--- config.mk ---
export PLATFORM = sky130hd
export DESIGN_NAME = ae350_reset_sequencer
export DESIGN_NICKNAME = d
export VERILOG_FILES = /design/src/rtl/ae350_reset_sequencer.sv
export SDC_FILE = /design/constraint.sdc
export NUM_CORES = 1
export LEC_CHECK = 0
export BUFFER_PORTS_ARGS = -buffer_cell sky130_fd_sc_hd__buf_2
export CELL_PAD_IN_SITES_DETAIL_PLACEMENT = 1
export CELL_PAD_IN_SITES_GLOBAL_PLACEMENT = 1
export CORE_MARGIN = 1
export CORE_UTILIZATION = 42
export CTS_CLUSTER_DIAMETER = 80
export DETAILED_ROUTE_END_ITERATION = 7
export PLACE_DENSITY_LB_ADDON = 0.1
export SYNTH_ARGS = -nofsm -noshare
export SYNTH_HDL_FRONTEND = slang
export SYNTH_SLANG_ARGS = --single-unit
export TNS_END_PERCENT = 30
--- constraint.sdc ---
create_clock -name CLK -period 1.15 [get_ports CLK]
set_input_delay 0.1725 -clock CLK [delete_from_list [all_inputs] [get_ports CLK]]
set_output_delay 0.1725 -clock CLK [all_outputs]
set_load 0.01 [all_outputs]
--- src/rtl/ae350_reset_sequencer.sv ---
// ae350_reset_sequencer
// Orders reset release for the AE350 SoC: PLL lock, then POR, then the DDR3
// controller, then CPU/bus hardware reset. DDR3 calibration is retried on
// timeout, and a level-sensitive warm reset re-holds only the hardware domain.
//
// Ports:
//   CLK         free-running board clock
//   RSTN        async active-low reset (release synchronised through 2 flops)
//   PLL_LOCK    async PLL lock, 2-flop synchronised
//   DDR3_INIT   async DDR3 calibration-done, 2-flop synchronised
//   SW_RST_REQ  synchronous warm-reset request (level)
//   POR_RSTN    power-on reset to SoC, active low
//   DDR3_RSTN   DDR3 controller reset, active low
//   HW_RSTN     SoC hardware reset, active low
//   SEQ_DONE    high only while running
//   INIT_FAIL   high once DDR3 retries are exhausted
//   RETRY_CNT   DDR3 retries consumed
module ae350_reset_sequencer #(
  parameter int unsigned POR_CYCLES   = 1024,
  parameter int unsigned DDR_PULSE    = 64,
  parameter int unsigned INIT_TIMEOUT = 1048576,
  parameter int unsigned HW_CYCLES    = 256,
  parameter int unsigned MAX_RETRY    = 3,
  parameter int unsigned CNT_W        = 24
) (
  input  logic       CLK,
  input  logic       RSTN,
  input  logic       PLL_LOCK,
  input  logic       DDR3_INIT,
  input  logic       SW_RST_REQ,
  output logic       POR_RSTN,
  output logic       DDR3_RSTN,
  output logic       HW_RSTN,
  output logic       SEQ_DONE,
  output logic       INIT_FAIL,
  output logic [3:0] RETRY_CNT
);

  localparam logic [CNT_W-1:0] PorLast   = CNT_W'(POR_CYCLES - 1);
  localparam logic [CNT_W-1:0] PulseLast = CNT_W'(DDR_PULSE - 1);
  localparam logic [CNT_W-1:0] InitLast  = CNT_W'(INIT_TIMEOUT - 1);
  localparam logic [CNT_W-1:0] HwLast    = CNT_W'(HW_CYCLES - 1);
  localparam logic [3:0]       MaxRetry  = 4'(MAX_RETRY);

  typedef enum logic [2:0] {
    StWaitLock,
    StPorHold,
    StDdrWait,
    StDdrPulse,
    StHwHold,
    StRun,
    StFail
  } state_e;

  // Reset: asserts asynchronously, releases two clocks after RSTN rises.
  logic [1:0] rst_sync_q;
  logic       rst_n;

  always_ff @(posedge CLK or negedge RSTN) begin
    if (!RSTN) rst_sync_q <= 2'b00;
    else       rst_sync_q <= {rst_sync_q[0], 1'b1};
  end

  assign rst_n = rst_sync_q[1];

  logic [1:0] lock_sync_q;
  logic [1:0] init_sync_q;
  logic       lock;
  logic       init;

  always_ff @(posedge CLK or negedge rst_n) begin
    if (!rst_n) begin
      lock_sync_q <= 2'b00;
      init_sync_q <= 2'b00;
    end else begin
      lock_sync_q <= {lock_sync_q[0], PLL_LOCK};
      init_sync_q <= {init_sync_q[0], DDR3_INIT};
    end
  end

  assign lock = lock_sync_q[1];
  assign init = init_sync_q[1];

  state_e           state_q, state_d;
  logic [CNT_W-1:0] cnt_q, cnt_d;
  logic [3:0]       retry_q, retry_d;
  logic             por_d, ddr_d, hw_d, done_d, fail_d;

  // State register; outputs are registered copies of the next-state decode so
  // each output changes on the same edge as the state it belongs to.
  always_ff @(posedge CLK or negedge rst_n) begin
    if (!rst_n) begin
      state_q   <= StWaitLock;
      cnt_q     <= '0;
      retry_q   <= 4'd0;
      POR_RSTN  <= 1'b0;
      DDR3_RSTN <= 1'b0;
      HW_RSTN   <= 1'b0;
      SEQ_DONE  <= 1'b0;
      INIT_FAIL <= 1'b0;
    end else begin
      state_q   <= state_d;
      cnt_q     <= cnt_d;
      retry_q   <= retry_d;
      POR_RSTN  <= por_d;
      DDR3_RSTN <= ddr_d;
      HW_RSTN   <= hw_d;
      SEQ_DONE  <= done_d;
      INIT_FAIL <= fail_d;
    end
  end

  assign RETRY_CNT = retry_q;

  always_comb begin
    state_d = state_q;
    cnt_d   = cnt_q;
    retry_d = retry_q;
    // Lock loss outranks every other transition; FAIL only leaves via RSTN.
    if (!lock && state_q != StWaitLock && state_q != StFail) begin
      state_d = StWaitLock;
      cnt_d   = '0;
      retry_d = 4'd0;
    end else begin
      unique case (state_q)
        StWaitLock: begin
          if (lock) begin
            state_d = StPorHold;
            cnt_d   = '0;
          end
        end
        StPorHold: begin
          if (cnt_q == PorLast) begin
            state_d = StDdrWait;
            cnt_d   = '0;
          end else begin
            cnt_d = cnt_q + 1'b1;
          end
        end
        StDdrWait: begin
          if (init) begin
            state_d = StHwHold;
            cnt_d   = '0;
          end else if (cnt_q == InitLast) begin
            if (retry_q < MaxRetry) begin
              retry_d = retry_q + 4'd1;
              state_d = StDdrPulse;
              cnt_d   = '0;
            end else begin
              state_d = StFail;
            end
          end else begin
            cnt_d = cnt_q + 1'b1;
          end
        end
        StDdrPulse: begin
          if (cnt_q == PulseLast) begin
            state_d = StDdrWait;
            cnt_d   = '0;
          end else begin
            cnt_d = cnt_q + 1'b1;
          end
        end
        StHwHold: begin
          // A pending warm request keeps restarting the hold.
          if (SW_RST_REQ) begin
            cnt_d = '0;
          end else if (cnt_q == HwLast) begin
            state_d = StRun;
            cnt_d   = '0;
          end else begin
            cnt_d = cnt_q + 1'b1;
          end
        end
        StRun: begin
          if (SW_RST_REQ) begin
            state_d = StHwHold;
            cnt_d   = '0;
          end
        end
        StFail: begin
          state_d = StFail;
        end
        default: begin
          state_d = StWaitLock;
          cnt_d   = '0;
        end
      endcase
    end
  end

  always_comb begin
    por_d  = 1'b0;
    ddr_d  = 1'b0;
    hw_d   = 1'b0;
    done_d = 1'b0;
    fail_d = 1'b0;
    unique case (state_d)
      StWaitLock, StPorHold: ;
      StDdrWait, StHwHold: begin
        por_d = 1'b1;
        ddr_d = 1'b1;
      end
      StDdrPulse: por_d = 1'b1;
      StRun: begin
        por_d  = 1'b1;
        ddr_d  = 1'b1;
        hw_d   = 1'b1;
        done_d = 1'b1;
      end
      StFail: begin
        por_d  = 1'b1;
        fail_d = 1'b1;
      end
      default: ;
    endcase
  end

endmodule

======== Word-level counts from Yosys, hierarchy flattened ========
Cells that the tools add are included.
Widths: inputs -> output; s select.
word-level totals
  input bits .............................. 5
  bits in registers ....................... 41
cells by class
  reductions and logical operators ........ 12
  $add $sub $neg .......................... 2
  multiplexer cells ....................... 31
  eq/ne operators ......................... 21
  magnitude comparators ................... 1
operators by type and width
  operator               count
  $mux 24                10
  $pmux 24 s7            1
  $mux 3                 10
  $add 24x1->24 const B  1
  $eq 24x10->1 const B   1
  $eq 24x20->1 const B   1
  $eq 24x6->1 const B    1
  $eq 24x8->1 const B    1
  $pmux 3 s7             1
  $mux 4                 5
  $eq 3x3->1 const B     6
  $eq 3x2->1 const B     4
  $ne 3x3->1 const B     3
  $reduce_and 4->1       2
  $reduce_bool 2->1      3
  $ne 5x5->1 const B     1
  $reduce_or 5->1        1
  $add 4x1->4 const B    1
  $lt 4x2->1 const B     1
  $mux 1                 4
  $eq 3x1->1 const B     1
  $logic_not 3->1        1
  $reduce_bool 3->1      1
  $reduce_or 3->1        1
  other kinds (4)        5

======== Longest topological paths before layout ========
  depth in word-level cells ............... 9
  mapped depth ............................ 9
  mapped depth without buffers ............ 7

======== Worst setup path before layout ========
OpenSTA, ideal clock, no wires.
  path type ............................... register -> register
  from .................................... register cnt_q[21]
  to ...................................... register cnt_q[3]
  required time ........................... 1.017 ns
  cell stages (with the launch flop) ...... 8
  clock period less this slack ............ 2.196 ns
  arrival ................................. 2.063 ns
  slack ................................... -1.046 ns
  cell sequence ........................... dfrtp_1 nor4_2 nand4_1 or3_4 a22o_4 o21ai_4 buf_6 o211ai_1
between the ends
  word-level cells in the longest chain between the ends .. 5
ends and longest elaborated chain
  element                                             line      RTL
  start: declaration                                  85        logic [CNT_W-1:0] cnt_q, cnt_d;
  start signal: assignment                            103       cnt_q <= cnt_d;
  $eq 24x8->1 / $eq 24x20->1 (equally long branches)  168, 144
  $mux 24, on equally long branches                   168, 144
  $mux 24, on equally long branches                   166, 141
  $pmux 24 s7                                         125       unique case (state_q)
  $mux 24                                             120       if (!lock && state_q != StWaitLock && state_q != StFail) begin
Several ways; a longest one is shown, not always the timed one.
A chain may end at the register's enable or synchronous reset.

======== Worst setup path in the final report ========
  from .................................... register cnt_q[22]
  to ...................................... register cnt_q[6]
The elaborated chain is that of the path after synthesis.

==> out/metrics.yaml <==
timing:
  hold_ws_ns: 0.175
  skew_ns: 0.00695
  layout_min_cycle_time_ns: 2.54
  setup_viol: 35
  period_share: 2.21
  hold_viol: 0
  rsz0062_at_grt: "true"
  fin_ws_ns: -1.39
  drv_slew: 0
  finalSetupTns_ns: -41.02
  max_freq_ghz: 0.394
worst_setup_path:
  slowest_delay_ns: 0.44
  timing.rr.start: "cnt_q[22]$_DFFE_PN0P_"
  worstSetupEndpointType: "register"
  start_kind: "register"
  slowest_stage: "dfrtp_1"
  path_max_fanout: 8
  ff2ff_path_depth: 8
  path_cells: "nor4_4 -> buf_4 -> nand4_1 -> o41ai_2 -> nor2_1 -> buf_4 -> o21ai_0 -> o211ai_1"
  critical_path_arrival_ns: 2.71
  critPathRequiredTime_ns: 1.32
  crit_top_cell: "buf_4"
  crit_type: "reg -> reg"
  r2r_slack_ns: -1.39
  worstReg2RegEnd: "cnt_q[6]$_DFFE_PN0P_"
grt:
  grt.total_usage: 0.290
  grt_pass1_vias: 2671
  antenna_found_initial: 0
  gr-total-overflow: 0
  grt_max_degree: 40
  grt_first_pass_wirelength_um: 13300
run_status:
  violations: "setup timing"
  status: "finished, violations left"
yosys:
  synth.distinct_cells: 51
  yosysTopAreaCell: "dfrtp_1"
  synth-async-reset-ratio: 1.00
  synthCells: 261
  synth_edf_count: 0
  synth_flop_cell: "dfrtp_1"
  syn_nets: 268
  ys_ff_latch: 41
  synth_area_um2: 2350
  synthTopCellsByArea: "dfrtp_1 44%, nand2_1 5.0%, a21oi_1 3.6%, nand3_1 3.0%, xnor2_1 3.0%"
  yosysWarnings: 0
  syn_avg_cell_area_um2: 9.00
  synth_seq_area_share: 0.437
  yosysTopAreaCellShare: 0.437
min_path:
  hold_path.class: "in -> async"
die:
  start_util: 0.448
  dieArea_um2: 5890
  dieWidth_um: 76.8
  die_h_um: 76.8
  coreArea_um2: 5240
  io_pins: 14
  rows: 26
power:
  ir_drop_mv: 0.666
  powerDensity_nw_per_um2: 1150
  p_total_mw: 3.94
  total_leakage_power_nw: 1.54
layout:
  drive_above_1_share: 0.394
  area_growth_pct: 45.6
  nFillCells: 593
  diodes: 0
  fin_area_um2: 3420
  utilization: 0.653
  final_net_count: 360
cts:
  cts_made_buffers: 5
  cts_tree: "done"
  root_buffer: "clkbuf_8"
  cts_buffer_depth: 2
  clk_transition_reported_paths_ns: 0.08
  cts_max_level: 2
  clock-sinks: 41
  clkLatencyLatePin_ns: 0.30
place:
  post_dp_cell_area_um2: 3040
  dpl.hpwl_um: 5320
  port_buffers: 13
  gp_congestion: 0.773
drt:
  ant_nets: 0
  drc: 0
  vias: 2614
  routed_wl_um: 9750
  vias_per_cell: 6.18
  drt_iter0_drc: 205
  drtPass1Iterations: 5
  routedWlPerCell_um: 23.0
job:
  drv_cap: 0
how the worst max path moves through the flow:
stage                               start               endpoint  slack [ns]  cells after the start
floorplan            cnt_q[0]$_DFFE_PN0P_   cnt_q[3]$_DFFE_PN0P_       -0.95                      8
detailed placement  cnt_q[10]$_DFFE_PN0P_   cnt_q[2]$_DFFE_PN0P_       -1.17                      8
CTS                  state_q[0]$_DFF_PN0_  cnt_q[15]$_DFFE_PN0P_       -1.13                      7
global route        cnt_q[22]$_DFFE_PN0P_   cnt_q[6]$_DFFE_PN0P_       -1.45                      8
global placement    cnt_q[16]$_DFFE_PN0P_   cnt_q[9]$_DFFE_PN0P_       -1.07                      8
finish              cnt_q[22]$_DFFE_PN0P_   cnt_q[6]$_DFFE_PN0P_       -1.39                      8
synthesized netlist by cell type, types with 2 or more instances:
| cell type | instances |
|---|---|
| nor3_1 | 12 |
| and4_1 | 5 |
| buf_2 | 2 |
| o22ai_1 | 2 |
| nor4b_1 | 2 |
| o21ai_0 | 10 |
| o311ai_0 | 2 |
| nand4_1 | 7 |
| nand2_1 | 31 |
| nor4_1 | 5 |
| dfrtp_1 | 41 |
| nand2b_1 | 2 |
| buf_6 | 3 |
| clkbuf_1 | 5 |
| a31oi_1 | 3 |
| buf_4 | 3 |
| xor2_1 | 7 |
| and3_1 | 9 |
| nor2b_1 | 5 |
| a21oi_1 | 17 |
| nor2_1 | 15 |
| xnor2_1 | 8 |
| o211ai_1 | 7 |
| nand3_1 | 14 |
| inv_1 | 10 |
| or3_1 | 4 |
| and2_1 | 5 |
| ha_1 | 2 |
state kept, by name, indices dropped and copies added, names as in the netlist:
signal	cells
state_q	3
cnt_q	24
rst_sync_q	2
RETRY_CNT	4
SEQ_DONE	1
INIT_FAIL	1
DDR3_RSTN	1
lock_sync_q	2
init_sync_q	2
POR_RSTN	1
final cells by class:
cell class | instances | area, um2 | share of cell area
Multi-Input combinational cell | 196 | 1370 | 0.400
Sequential cell | 41 | 1030 | 0.301
Timing Repair Buffer | 99 | 812 | 0.238
Tap cell | 70 | 87.6 | 0.0256
Clock buffer | 7 | 86.3 | 0.0253
Inverter | 10 | 37.5 | 0.0110
layout by cell type, fill, tap and decap left out, types with 2 or more instances in the layout:
master / instances
and4_1: 5
buf_2: 13
nor2b_1: 5
nand4_1: 7
clkbuf_8: 6
o21ai_0: 5
buf_6: 5
o21ai_1: 5
o211ai_1: 7
xor2_1: 7
inv_1: 10
a31oi_1: 2
a21oi_2: 8
nor4_2: 3
nand3_1: 13
nor4_4: 2
buf_12: 4
buf_4: 72
dfrtp_1: 40
nor3_1: 11
and2_1: 5
xnor2_1: 7
nor2_1: 13
dlygate4sd3_1: 3
or3_1: 3
nand2_1: 28
nand2b_1: 2
and3_1: 8
or3_4: 2
nand2_2: 3
a21oi_1: 10
per-stage QoR:
stage,instances,setup slack (ns)
4_1_cts,413,-1.13
6_report,423,-1.39
3_5_place_dp,402,-1.17
3_3_place_gp,402,-1.07
2_1_floorplan,261,-0.947
5_1_grt,423,-1.45
cell families (layout without fill, tap and decap cells):
| group | count (synthesis) | after routing | synth area share |
|---|---|---|---|
| buffers and inverters | 24 | 116 | 0.0538 |
| muxes | 1 | 1 | 0.00426 |
| adders and majority gates | 2 | 2 | 0.0107 |
| DFF | 41 | 41 | 0.437 |
| AOI/OAI and AO/OA | 51 | 51 | 0.145 |
| xor gates and xnor gates | 15 | 15 | 0.0559 |
| other | 1 | 1 | 0.00160 |
| and+or+nand+nor | 126 | 126 | 0.292 |
repair_timing:
| action | 4_1_cts | 5_1_grt |
|---|---|---|
| gates cloned | 0 | 1 |
| endpoints found under the setup margin | 35 | 35 |
| gates resized for setup | 17 | 20 |
| setup buffers | 1 | 9 |
| hold endpoints to repair | 4 | 0 |
| hold buffers | 3 | 0 |
| pin swaps | 9 | 10 |
report_power, final:
group / internal [mW] / total [mW] / switching [mW]
registers: 1.49 / 1.53 / 0.0397
logic: 0.616 / 1.40 / 0.779
clock network: 0.478 / 1.02 / 0.539
per-layer routing:
metal,global-route usage,vias to the layer above,part of all wire,routed length [um]
met5,0,-,0,0
met4,0.108,0,0.029,278
met3,0.0476,34,0.054,526
met2,0.505,124,0.52,5060
met1,0.358,1335,0.40,3880
li1,-,1121,-,-
critical path: cells and delay by family (launching register included):
kind,cells,cell delay [ns]
buf+inv,2,0.38
compound gates,3,0.78
simple gates,3,0.81
flops,1,0.44
(Power assumes the default switching activity.)
